==> src/rtl/bit_word_packer_pkg.sv <==
// Shared helpers for bit_word_packer: beat-count and counter-width functions
// plus a parameter legality check evaluated at elaboration time.
package packer_pkg;

  // Number of beats that make up a full word.
  function automatic int beats(input int data_bits, input int chunk);
    return data_bits / chunk;
  endfunction

  // Width needed to hold any value in 0..n.
  function automatic int cnt_w(input int n);
    return $clog2(n + 1);
  endfunction

  // Width of an index that walks 0..n-1 (never narrower than one bit).
  function automatic int idx_w(input int n);
    return (n > 1) ? $clog2(n) : 1;
  endfunction

  // True when the parameter set describes a buildable packer.
  function automatic bit params_ok(input int out_width, input int data_bits, input int chunk);
    return (chunk >= 1) && (data_bits >= 1) && (data_bits <= out_width) &&
           ((data_bits % chunk) == 0);
  endfunction

endpackage

==> src/rtl/bit_word_packer_out_reg.sv <==
// pack_out_reg: output holding register of bit_word_packer with valid/ready
// load/drain control and the fill stage for bits above the packed field.
// Build option: BIT_WORD_PACKER_SIGN_EXTEND_EN selects sign fill instead of zero fill.
module pack_out_reg
  import packer_pkg::*;
#(
  parameter int OUT_WIDTH = 8,
  parameter int DATA_BITS = 7,
  parameter int CW        = 3
) (
  input  logic                 clk,
  input  logic                 rst,
  input  logic                 load,
  input  logic [DATA_BITS-1:0] word,
  input  logic [CW-1:0]        count,
  input  logic                 out_ready,
  output logic                 out_valid,
  output logic [OUT_WIDTH-1:0] out_data,
  output logic [CW-1:0]        out_count
);

  logic                 fill_bit;
  logic [OUT_WIDTH-1:0] filled;

`ifdef BIT_WORD_PACKER_SIGN_EXTEND_EN
  // Fill value is the top significant bit of the packed field (bit count-1).
  always_comb begin
    fill_bit = 1'b0;
    for (int i = 0; i < DATA_BITS; i++) begin
      if (count == CW'(i + 1)) fill_bit = word[i];
    end
  end
`else
  assign fill_bit = 1'b0;
`endif

  // Bits below count come from the packed field; everything above takes the fill value.
  for (genvar gi = 0; gi < OUT_WIDTH; gi++) begin : g_fill
    if (gi < DATA_BITS) begin : g_field
      assign filled[gi] = (CW'(gi) < count) ? word[gi] : fill_bit;
    end else begin : g_pad
      assign filled[gi] = fill_bit;
    end
  end

  // Load on a completed word (even while draining), otherwise drop valid after a transfer.
  always_ff @(posedge clk or negedge rst) begin
    if (!rst) begin
      out_valid <= 1'b0;
      out_data  <= '0;
      out_count <= '0;
    end else if (load) begin
      out_valid <= 1'b1;
      out_data  <= filled;
      out_count <= count;
    end else if (out_ready) begin
      out_valid <= 1'b0;
    end
  end

endmodule

==> src/rtl/bit_word_packer.sv <==
// bit_word_packer: assembles LSB-first CHUNK-bit beats into DATA_BITS significant
// bits of an OUT_WIDTH-bit word, with early close via in_last and valid/ready
// on both sides. Build option: BIT_WORD_PACKER_SIGN_EXTEND_EN (sign fill, see pack_out_reg).
module bit_word_packer
  import packer_pkg::*;
#(
  parameter int OUT_WIDTH = 8,
  parameter int DATA_BITS = 7,
  parameter int CHUNK     = 1
) (
  input  logic                            clk,
  input  logic                            rst,
  input  logic                            in_valid,
  output logic                            in_ready,
  input  logic [CHUNK-1:0]                in_data,
  input  logic                            in_last,
  output logic                            out_valid,
  input  logic                            out_ready,
  output logic [OUT_WIDTH-1:0]            out_data,
  output logic [cnt_w(DATA_BITS)-1:0]     out_count
);

  localparam int BEATS = beats(DATA_BITS, CHUNK);
  localparam int CW    = cnt_w(DATA_BITS);
  localparam int BW    = idx_w(BEATS);
  localparam logic [BW-1:0] LAST_BEAT = BW'(BEATS - 1);

  if (!params_ok(OUT_WIDTH, DATA_BITS, CHUNK)) begin : g_param_check
    $error("bit_word_packer: need 1 <= DATA_BITS <= OUT_WIDTH and DATA_BITS %% CHUNK == 0");
  end

  logic [DATA_BITS-1:0] acc_reg;
  logic [BW-1:0]        beat_cnt_reg;
  logic                 accept;
  logic                 complete;
  logic [DATA_BITS-1:0] merged;
  logic [CW-1:0]        word_count;

  assign in_ready   = !out_valid || out_ready;
  assign accept     = in_valid && in_ready;
  assign complete   = accept && (in_last || (beat_cnt_reg == LAST_BEAT));
  assign word_count = CW'((32'(beat_cnt_reg) + 32'd1) * CHUNK);

  // Slots below the current beat keep accumulated data, the current slot takes
  // the incoming beat, and slots above are forced to zero.
  for (genvar gi = 0; gi < BEATS; gi++) begin : g_slot
    assign merged[gi*CHUNK +: CHUNK] =
        (BW'(gi) < beat_cnt_reg)  ? acc_reg[gi*CHUNK +: CHUNK] :
        (BW'(gi) == beat_cnt_reg) ? in_data : '0;
  end

  // Accumulate beats; restart from an empty word once a word is handed off.
  always_ff @(posedge clk or negedge rst) begin
    if (!rst) begin
      acc_reg      <= '0;
      beat_cnt_reg <= '0;
    end else if (accept) begin
      if (complete) begin
        acc_reg      <= '0;
        beat_cnt_reg <= '0;
      end else begin
        acc_reg      <= merged;
        beat_cnt_reg <= beat_cnt_reg + BW'(1);
      end
    end
  end

  pack_out_reg #(
    .OUT_WIDTH (OUT_WIDTH),
    .DATA_BITS (DATA_BITS),
    .CW        (CW)
  ) u_out_reg (
    .clk       (clk),
    .rst       (rst),
    .load      (complete),
    .word      (merged),
    .count     (word_count),
    .out_ready (out_ready),
    .out_valid (out_valid),
    .out_data  (out_data),
    .out_count (out_count)
  );

endmodule

==> config.mk <==
export PLATFORM = sky130hd
export DESIGN_NAME = bit_word_packer
export DESIGN_NICKNAME = d
export VERILOG_FILES = /design/src/rtl/bit_word_packer_pkg.sv /design/src/rtl/bit_word_packer_out_reg.sv /design/src/rtl/bit_word_packer.sv
export SDC_FILE = /design/constraint.sdc
export NUM_CORES = 1
export LEC_CHECK = 0
export CORE_ASPECT_RATIO = 0.75
export CORE_UTILIZATION = 40
export CTS_CLUSTER_SIZE = 25
export DETAILED_ROUTE_END_ITERATION = 8
export MAX_ROUTING_LAYER = met4
export PLACE_DENSITY = 0.72
export SYNTH_ARGS = -nofsm -noshare
export SYNTH_HDL_FRONTEND = slang
export SYNTH_SLANG_ARGS = --single-unit
==> constraint.sdc <==
create_clock -name clk -period 4 [get_ports clk]
set_clock_uncertainty 0.15 [all_clocks]
set_input_delay 0.6 -clock clk [delete_from_list [all_inputs] [get_ports clk]]
set_output_delay 0.6 -clock clk [all_outputs]
set_load 0.03 [all_outputs]
== After elaboration in Yosys (flattened, before gate mapping) ==
Index checks and enable logic that the tools add are counted.

* Register bits: 21
* Bits of input ports: 6
* Output and inout port bits: 13
* Word-level logic and storage cells: 60

* $add $sub $neg: 2
* Magnitude comparators: 14
* Equality and inequality tests: 7
* Mux-type cells: 25
* Reduce and logical (&&, ||, !) cells: 7

{| class="wikitable"
|+ Operators by type and width
! cell !! count
|-
| 1-bit 2-to-1 mux || 23
|-
| 3-bit less-than comparator, first input constant || 6
|-
| 1-bit by 3-bit less-than comparator with 1-bit output, first input constant || 4
|-
| 2-bit by 3-bit less-than comparator with 1-bit output, first input constant || 4
|-
| 3-bit == test, first input constant || 3
|-
| 7-bit 2-to-1 mux || 1
|-
| 3-bit by 1-bit adder with 3-bit output, second input constant || 2
|-
| 2-bit by 3-bit == test with 1-bit output, first input constant || 2
|-
| 1-bit by 3-bit == test with 1-bit output, first input constant || 1
|-
| 3-bit == test, second input constant || 1
|-
| 3-bit logical NOT || 1
|-
| 3-bit 2-to-1 mux || 1
|-
| 1-bit logical AND || 2
|-
| 1-bit logical OR || 2
|-
| 2-bit nonzero test || 1
|-
| 1-bit logical NOT || 1
|}

== Logic depth before layout (Yosys ltp) ==
Gate-level depths: netlist of the first run.

* Word-level depth: 5
* Gate-level depth with buffers: 7
* Depth with buffers taken out: 5

== Hierarchy ==
A second synthesis of the first run with hierarchy kept.

* Cell total of the unflattened synthesis: 105
* Area, all modules: 1,191.1 um^2

{| class="wikitable"
|+ By module, submodules not included
! module !! instances !! cells each !! area an instance (um^2) !! sequential area each (um^2)
|-
| bit_word_packer || 1 || 63 || 683.2 || 250.2
|-
| pack_out_reg || 1 || 42 || 508.0 || 275.3
|}

== Worst setup path before layout of the first run ==
No wires, ideal clock.

* Kind: register to register
* Start point: register beat_cnt_reg[0]
* End point: register u_out_reg.out_count[2]
* Library setup time: 0.128 ns
* Arrival: 1.609 ns
* Data required time: 3.722 ns
* Setup slack: 2.114 ns
* Cell stages (with the launch flop): 8
* Path buffers: 2
* Period minus slack after synthesis: 1.886 ns
* Path through: dfrtp_1 -> buf_2 -> inv_1 -> ha_1 -> a21o_2 -> nand3_2 -> buf_6 -> mux2_1

* Longest elaborated chain between the ends: 3
* Elaborated cells on any way between the ends: 4
* Classes of those cells: 1 x add/sub; 1 x eq/ne; 2 x reduce/logical

{| class="wikitable"
|+ RTL lines
! what !! RTL line !! text
|-
| from (decl) || bit_word_packer.sv:33 || <nowiki>logic [BW-1:0] beat_cnt_reg;</nowiki>
|-
| from (signal assigned) || bit_word_packer.sv:63 || <nowiki>beat_cnt_reg <= beat_cnt_reg + BW'(1);</nowiki>
|-
| parallel branches: the longest is 3 deep, another holds 3-bit by 1-bit adder with 3-bit output || - ||
|-
| to (signal assigned) || bit_word_packer_out_reg.sv:55 || <nowiki>out_count <= count;</nowiki>
|-
| to (decl) || bit_word_packer_out_reg.sv:19 || <nowiki>output logic [CW-1:0] out_count</nowiki>
|}

Parallel ways; which one is timed is not known.
A chain may end at the register's enable or synchronous reset.

== Final worst setup path of the first run ==
* Start point: input out_ready
* End point: output in_ready

* Longest elaborated chain between the ends: 1

{| class="wikitable"
|+ RTL lines
! what !! RTL line !! text
|-
| from (decl) || bit_word_packer.sv:18 || <nowiki>input logic out_ready,</nowiki>
|-
| 1-bit logical OR || bit_word_packer.sv:39 || <nowiki>assign in_ready = !out_valid || out_ready;</nowiki>
|-
| to (decl) || bit_word_packer.sv:14 || <nowiki>output logic in_ready,</nowiki>
|}

No other way between the ends.

==> parameters.txt, run 1 <==
Parameter                              Value

Timing
  Relative slew margins    between 30 and 40%
  Final Cycle Share    about 79%
  Hold Vio Cnt, Final    0
  Setup repair after global routing missed its margin    no
  Final sum of negative setup slack    0 ns
  Highest Clock Rate    between 300 and 400 MHz
  Worst Max-Slew Pin Slew    0.956 ns
  Hold Worst Slack    ~0.34 ns
  Shortest clock period the worst path allows after layout    between 3 and 4 ns
  Total setup violations reported at the end of the flow    0
  Count of final max-slew check failures    0

Power and ir drop
  Fraction of power spent switching nets    between 30 and 40%
  Total leakage power    0.575 nW
  Combinational power share    between 30% and 40%
  Clock share of power    between 20% and 30%
  Pwr per Cell Area    446 nW/um^2
  IR Drop Worst-Case VDD    around 0.24 mV
  Switching pwr    about 0.21 mW
  Total power after layout    0.598 mW
  Sequential cell fraction of total power    around 45%
  Cell Int Power    between 0.3 and 0.4 mW

Die
  Die span in x    ~63 microns
  Cell Rows    16
  Placeable core region    2640 sq um
  Number of placed I/O pins    19
  Die ar.    between 3000 and 4000 sq um
  Initial Util    between 40 and 50%
  Die height    48.1 microns

Placed design
  Number of buffers inserted by port buffering    17
  Final GP Congestion    about 0.9
  DPL Wire Length    1850 microns

Finish
  Count of inserted antenna diode cells    0
  Number of nets in the layout    ~130
  Commonest non-fill, non-tap cells in the layout    21 x sky130_fd_sc_hd__dfrtp_1, 17 x sky130_fd_sc_hd__clkdlybuf4s50_1, 8 x sky130_fd_sc_hd__o31ai_1, 8 x sky130_fd_sc_hd__o2bb2ai_1, 7 x sky130_fd_sc_hd__nand2_1
  Leading cell type in the layout, fill and taps excluded    sky130_fd_sc_hd__dfrtp_1
  Share of the core filled with cells in the final layout    50.7%
  Fraction of layout cells with a size suffix above 1    approximately a tenth
  Layout overhead on the synthesized area    18.5%

Min path
  Min-Delay Path Class    reg2reg
  Hold EP    acc_reg[2]
  Hold path depth    1
  Startpoint of the tightest hold check path    acc_reg[2]

Synth
  Area fraction in compound gates after synthesis    ~28%
  Fraction of synthesized cell area in xor and xnor cells    less than 1%
  Syn_area_per_cell    ~11 sq um
  Number of warnings reported in the yosys synthesis log    0
  Synthesized instance count    101
  Top FF cell, synth    sky130_fd_sc_hd__dfrtp_1
  Post-Synth Adder-Cell Area    between 3 and 4%
  EDFF count, synth    0
  Proportion of synthesized area in mux cells    5.09%
  Fraction of synthesis flops using an asynchronous set or reset pin    between 90% and 100%
  Synthesized flop and latch total    21
  Synthesized-area fraction occupied by and/or/nand/nor cells    about 9.2%
  Synthesized area    1130 sq um
  Sequential element share of the synthesized area    46.5%
  Main combinational cell family by area after synthesis    compound AO/OA/AOI/OAI gates
  Number of distinct library cells after synthesis    39
  Synthesized Nets    110

Clocking
  Total CTS buffers    3
  Register clock-pin slew on the reported worst setup and hold paths    approximately 0.07 ns
  Clock latency on the worst-skew pair    approximately 0.27 ns
  Post-CTS resize count    0
  Number of hold buffers added after CTS    0
  Clock tree from TritonCTS    yes
  Postcts setup bufs    0
  Max Root-Sink Buffers    2
  Number of levels in the clock H-tree    1
  Cell chosen for the clock root    sky130_fd_sc_hd__clkbuf_8
  Clk sinks    21

Critical path
  Arrival time at the worst endpoint    around 2.4 ns
  Sort of element at the start of the critical path    input port
  Required time at the worst-slack endpoint    3.25 ns
  Buffers and inverters on the worst path    3
  Cell with the largest stage delay on the worst path    sky130_fd_sc_hd__clkdlybuf4s50_1
  CP Class    in2out
  Critical R2R Capture    acc_reg[6]
  Max Fanout on Critical Path    10
  Cell count of the worst reg-to-reg path    5
  Crit path top cell by count    sky130_fd_sc_hd__clkdlybuf4s50_1
  Source of the worst register-to-register timing path    beat_cnt_reg[0]
  Critical path cell sequence    clkdlybuf4s50_1 -> nor2b_1 -> inv_2 -> clkdlybuf4s50_1
  Worst R2R Setup Slack    between 1.5 and 2 ns
  Peak per-stage delay on the critical path    around 0.66 ns
  Cell family with the largest share of critical-path delay    buffers and inverters
  CP endpoint kind    output pin
  Critical path origin    out_ready

Routing
  Wire length per cell    roughly 17 microns
  DRC viols    0
  Total via count after detailed routing    873
  Remaining antenna violation count    0
  Drt first pass iters    4
  Post-detailed-routing wire length    approximately 2600 microns
  DRC marker count from the first detailed-route iteration    51
  Via density per instance    between 5 and 6

Global route
  GRT Total Usage    around a fifth
  Congestion Overflow GR    0
  First-pass GRT wire length    4090 microns
  Vias in the first global route    a little over 800
  Pin count of the biggest net entering global routing    22
  Number of antenna violations at the first check in global routing    0

Run status
  Result of the run    finished, final reports clean

Flow run
  Number of violations of the max-capacitance limit    0
[logic make-up after synthesis]
group,after synthesis
mux,5
buf+inv,13
fa+ha+maj,3
simple gates,19
xor+xnor,1
other cells,1
compound gates,38
flops,21
[power groups by stage]
stage	Sequential (mW)	Combinational, mW	Clock, mW
global placement	0.270	0.182	0
floorplan	0.291	0.102	0
detailed placement	0.272	0.187	0
global route	0.273	0.201	0.153
CTS	0.267	0.188	0.142
finish	0.267	0.188	0.143
[synth_stat cells (2+ instances only)]
cell	number	area share, %
sky130_fd_sc_hd__dfrtp_1	21	46
sky130_fd_sc_hd__o2bb2ai_1	8	6.2
sky130_fd_sc_hd__o31ai_1	8	5.3
sky130_fd_sc_hd__nand2_1	7	2.3
sky130_fd_sc_hd__inv_1	6	2.0
sky130_fd_sc_hd__o21ai_0	5	2.2
sky130_fd_sc_hd__buf_6	3	3.0
sky130_fd_sc_hd__ha_1	3	3.3
sky130_fd_sc_hd__o31a_1	3	2.3
sky130_fd_sc_hd__buf_2	2	0.88
sky130_fd_sc_hd__mux2i_1	2	1.8
sky130_fd_sc_hd__nand3_1	2	0.88
sky130_fd_sc_hd__nor2b_1	2	1.1
sky130_fd_sc_hd__nor3_1	2	0.88
sky130_fd_sc_hd__o2111ai_1	2	1.5
sky130_fd_sc_hd__o41ai_2	2	2.9
[metrics by stage]
stage / instance area (sq um) / instances / worst slack, ns
2_1_floorplan: 1130 / 101 / 2.11
3_3_place_gp: 1290 / 148 / 0.934
3_5_place_dp: 1290 / 148 / 0.881
4_1_cts: 1340 / 152 / 0.871
5_1_grt: 1340 / 152 / 0.706
6_report: 1340 / 152 / 0.844
[metal layers]
| metal | GRT usage (%) | wire [microns] |
|---|---|---|
| met3 | 5.48 | 162 |
| met2 | 31.5 | 1180 |
| met1 | 24.3 | 1200 |
| met4 | 4.09 | 14 |
| met5 | - | 0 |
[worst reg2reg max path, delay by kind of cell (launching register included)]
kind / cells / cell delay (ns)
and+or+nand+nor: 1 / 0.35
DFF: 1 / 0.60
AOI/OAI and AO/OA: 2 / 0.68
buffers and inverters: 1 / 0.15
adders and majority gates: 1 / 0.30
[worst max-delay path by stage]
stage                                   endpoint  slack [ns]  cells past startpoint
final                                   in_ready        0.84                      4
after global routing                    in_ready        0.71                      4
after CTS                               in_ready        0.87                      4
after detailed placement                in_ready        0.88                      4
after global placement                  in_ready        0.93                      4
after floorplan           u_out_reg.out_count[2]        2.11                      7
[cell type report]
cell class                 instances  area, sq um
fill                             248         1300
timing repair buffer              17          170
multi-input combinational         67          528
tap                               36         45.0
sequential                        21          526
clock buffer                       4         45.0
inverter                           7         26.3
Power figures use the tool's default switching activity.
==> run 2: changes to the inputs <==
clock period = 3.3 ns   (was 4 ns; I/O delays follow)
==> parameters.txt, run 2 (synthesized netlist as in run 1, its figures left out) <==
Parameter                              Value

Clocking
  Postcts setup bufs    0 (unchanged)
  Cell chosen for the clock root    sky130_fd_sc_hd__clkbuf_8
  Max Root-Sink Buffers    2 (unchanged)
  Register clock-pin slew on the reported worst setup and hold paths    0.07 ns (about the same)
  Total CTS buffers    3 (unchanged)
  Post-CTS resize count    0 (unchanged)
  Clock latency on the worst-skew pair    0.26 ns (about the same)
  Clock tree from TritonCTS    yes
  Number of hold buffers added after CTS    0 (unchanged)
  Number of levels in the clock H-tree    1 (unchanged)
  Clk sinks    21 (unchanged)

Timing
  Hold Vio Cnt, Final    0 (unchanged)
  Worst Max-Slew Pin Slew    0.930 ns (-0.0260 ns)
  Relative slew margins    37.8% (+1.7 points)
  Shortest clock period the worst path allows after layout    between 3 and 4 ns
  Hold Worst Slack    0.333 ns (-0.0111 ns)
  Count of final max-slew check failures    0 (unchanged)
  Total setup violations reported at the end of the flow    0 (unchanged)
  Final sum of negative setup slack    0 ns (unchanged)
  Setup repair after global routing missed its margin    no
  Worst path setup slack after routing    0.294 ns (-0.550 ns)
  Highest Clock Rate    333 MHz
  Final Cycle Share    91.1%

Finish
  Commonest non-fill, non-tap cells in the layout    21 x sky130_fd_sc_hd__dfrtp_1, 17 x sky130_fd_sc_hd__clkdlybuf4s50_1, 8 x sky130_fd_sc_hd__o31ai_1, 8 x sky130_fd_sc_hd__o2bb2ai_1, 7 x sky130_fd_sc_hd__nand2_1
  Share of the core filled with cells in the final layout    50.7% (unchanged)
  Number of nets in the layout    126 (unchanged)
  Leading cell type in the layout, fill and taps excluded    sky130_fd_sc_hd__dfrtp_1
  Count of inserted antenna diode cells    0 (unchanged)
  Fraction of layout cells with a size suffix above 1    10.3% (unchanged)
  Layout overhead on the synthesized area    18.5% (unchanged)
  Number of filler instances in the final layout    236 (-4.8%)

Die
  Die span in x    63.4 microns (unchanged)
  Die height    48.1 microns (unchanged)
  Cell Rows    16 (unchanged)
  Initial Util    42.8% (unchanged)
  Placeable core region    2640 sq um (unchanged)
  Die ar.    3050 sq um (unchanged)
  Number of placed I/O pins    19 (unchanged)

Critical path
  Arrival time at the worst endpoint    2.36 ns (-0.05 ns)
  CP Class    in2out
  Cell count of the worst reg-to-reg path    5 (unchanged)
  Critical path origin    out_ready
  Worst R2R Setup Slack    0.99 ns (-0.69 ns)
  Peak per-stage delay on the critical path    0.66 ns (about the same)
  Required time at the worst-slack endpoint    2.65 ns (-0.60 ns)
  Cell with the largest stage delay on the worst path    sky130_fd_sc_hd__clkdlybuf4s50_1
  Critical path cell sequence    clkdlybuf4s50_1 -> nor2b_1 -> inv_2 -> clkdlybuf4s50_1
  CP endpoint kind    output pin
  Cell family with the largest share of critical-path delay    buffers and inverters
  Buffers and inverters on the worst path    3 (unchanged)
  Crit path depth    4 (unchanged)
  Max Fanout on Critical Path    10 (unchanged)
  Sort of element at the start of the critical path    input port
  Crit path top cell by count    sky130_fd_sc_hd__clkdlybuf4s50_1
  Source of the worst register-to-register timing path    beat_cnt_reg[0]

Global route
  First-pass GRT wire length    4070 microns (-0.49%)
  Number of antenna violations at the first check in global routing    0 (unchanged)
  Congestion Overflow GR    0 (unchanged)
  Vias in the first global route    788 (-2.5%)
  Pin count of the biggest net entering global routing    22 (unchanged)
  GRT Total Usage    19.3% (about the same)

Power and ir drop
  IR Drop Worst-Case VDD    0.232 mV (-1.9%)
  Total leakage power    0.575 nW (unchanged)
  Total power after layout    0.718 mW (+20%)
  Pwr per Cell Area    536 nW/um^2 (+20%)

Run status
  Result of the run    finished, final reports clean

Routing
  Remaining antenna violation count    0 (unchanged)
  Drt first pass iters    4 (unchanged)
  DRC viols    0 (unchanged)
  Total via count after detailed routing    869 (-0.46%)
  DRC marker count from the first detailed-route iteration    59 (+16%)
  Via density per instance    5.72 (-0.46%)
  Wire length per cell    16.6 microns (-1.5%)
  Post-detailed-routing wire length    2520 microns (-1.5%)

Placed design
  Final GP Congestion    0.833 (-7.9%)
  DPL Wire Length    1750 microns (-5.3%)
  Number of buffers inserted by port buffering    17 (unchanged)
  Worst setup slack after placement    0.323 ns (-0.558 ns)

Min path
  Startpoint of the tightest hold check path    acc_reg[1]
  Min-Delay Path Class    reg2reg
  Hold path depth    1 (unchanged)

Flow run
  Number of violations of the max-capacitance limit    0 (unchanged)
run 2: power by group:
group / internal, mW / leakage, nW / total [mW] / switching [mW]
clock: 0.0860 / 0.0228 / 0.166 / 0.0797
combinational: 0.0947 / 0.269 / 0.227 / 0.132
sequential: 0.288 / 0.283 / 0.325 / 0.0376
total: 0.468 / 0.575 / 0.718 / 0.250
run 2: layer usage:
metal | GRT usage, % | share of wire (%) | up-vias
met5 | - | 0 | -
met4 | 5.45 | 0.99 | 0
met3 | 5.24 | 6.8 | 4
met2 | 27.4 | 43 | 29
met1 | 26.7 | 49 | 425
li1 | - | - | 411
run 2: worst reg2reg max path, delay by kind of cell (launching register included):
kind                     cells  cell delay (ns)
flip-flops                   1             0.62
AND/OR/NAND/NOR              1             0.35
adder cells (fa/ha/maj)      1             0.30
buffers and inverters        1             0.15
AO/OA/AOI/OAI                2             0.65
run 2: cell type report:
type	instances	area, sq um	share of cell area (%)
multi-input cells	67	528	39.4
well taps	36	45.0	3.36
clock buffers	4	45.0	3.36
repair buffers	17	170	12.7
inverters	7	26.3	1.96
flip-flops and latches	21	526	39.2
run 2: path summary, 6_finish.rpt:
path                                          to
max                                     in_ready
min                                   acc_reg[1]
max reg2reg                           acc_reg[6]
min reg2reg                           acc_reg[1]
max in group asynchronous  u_out_reg.out_data[5]
min in group asynchronous  u_out_reg.out_data[1]
run 2: through the flow:
stage	cell area (sq um)	instances
after floorplan	1130	101
after global placement	1290	148
after detailed placement	1290	148
after CTS	1340	152
after global routing	1340	152
final	1340	152
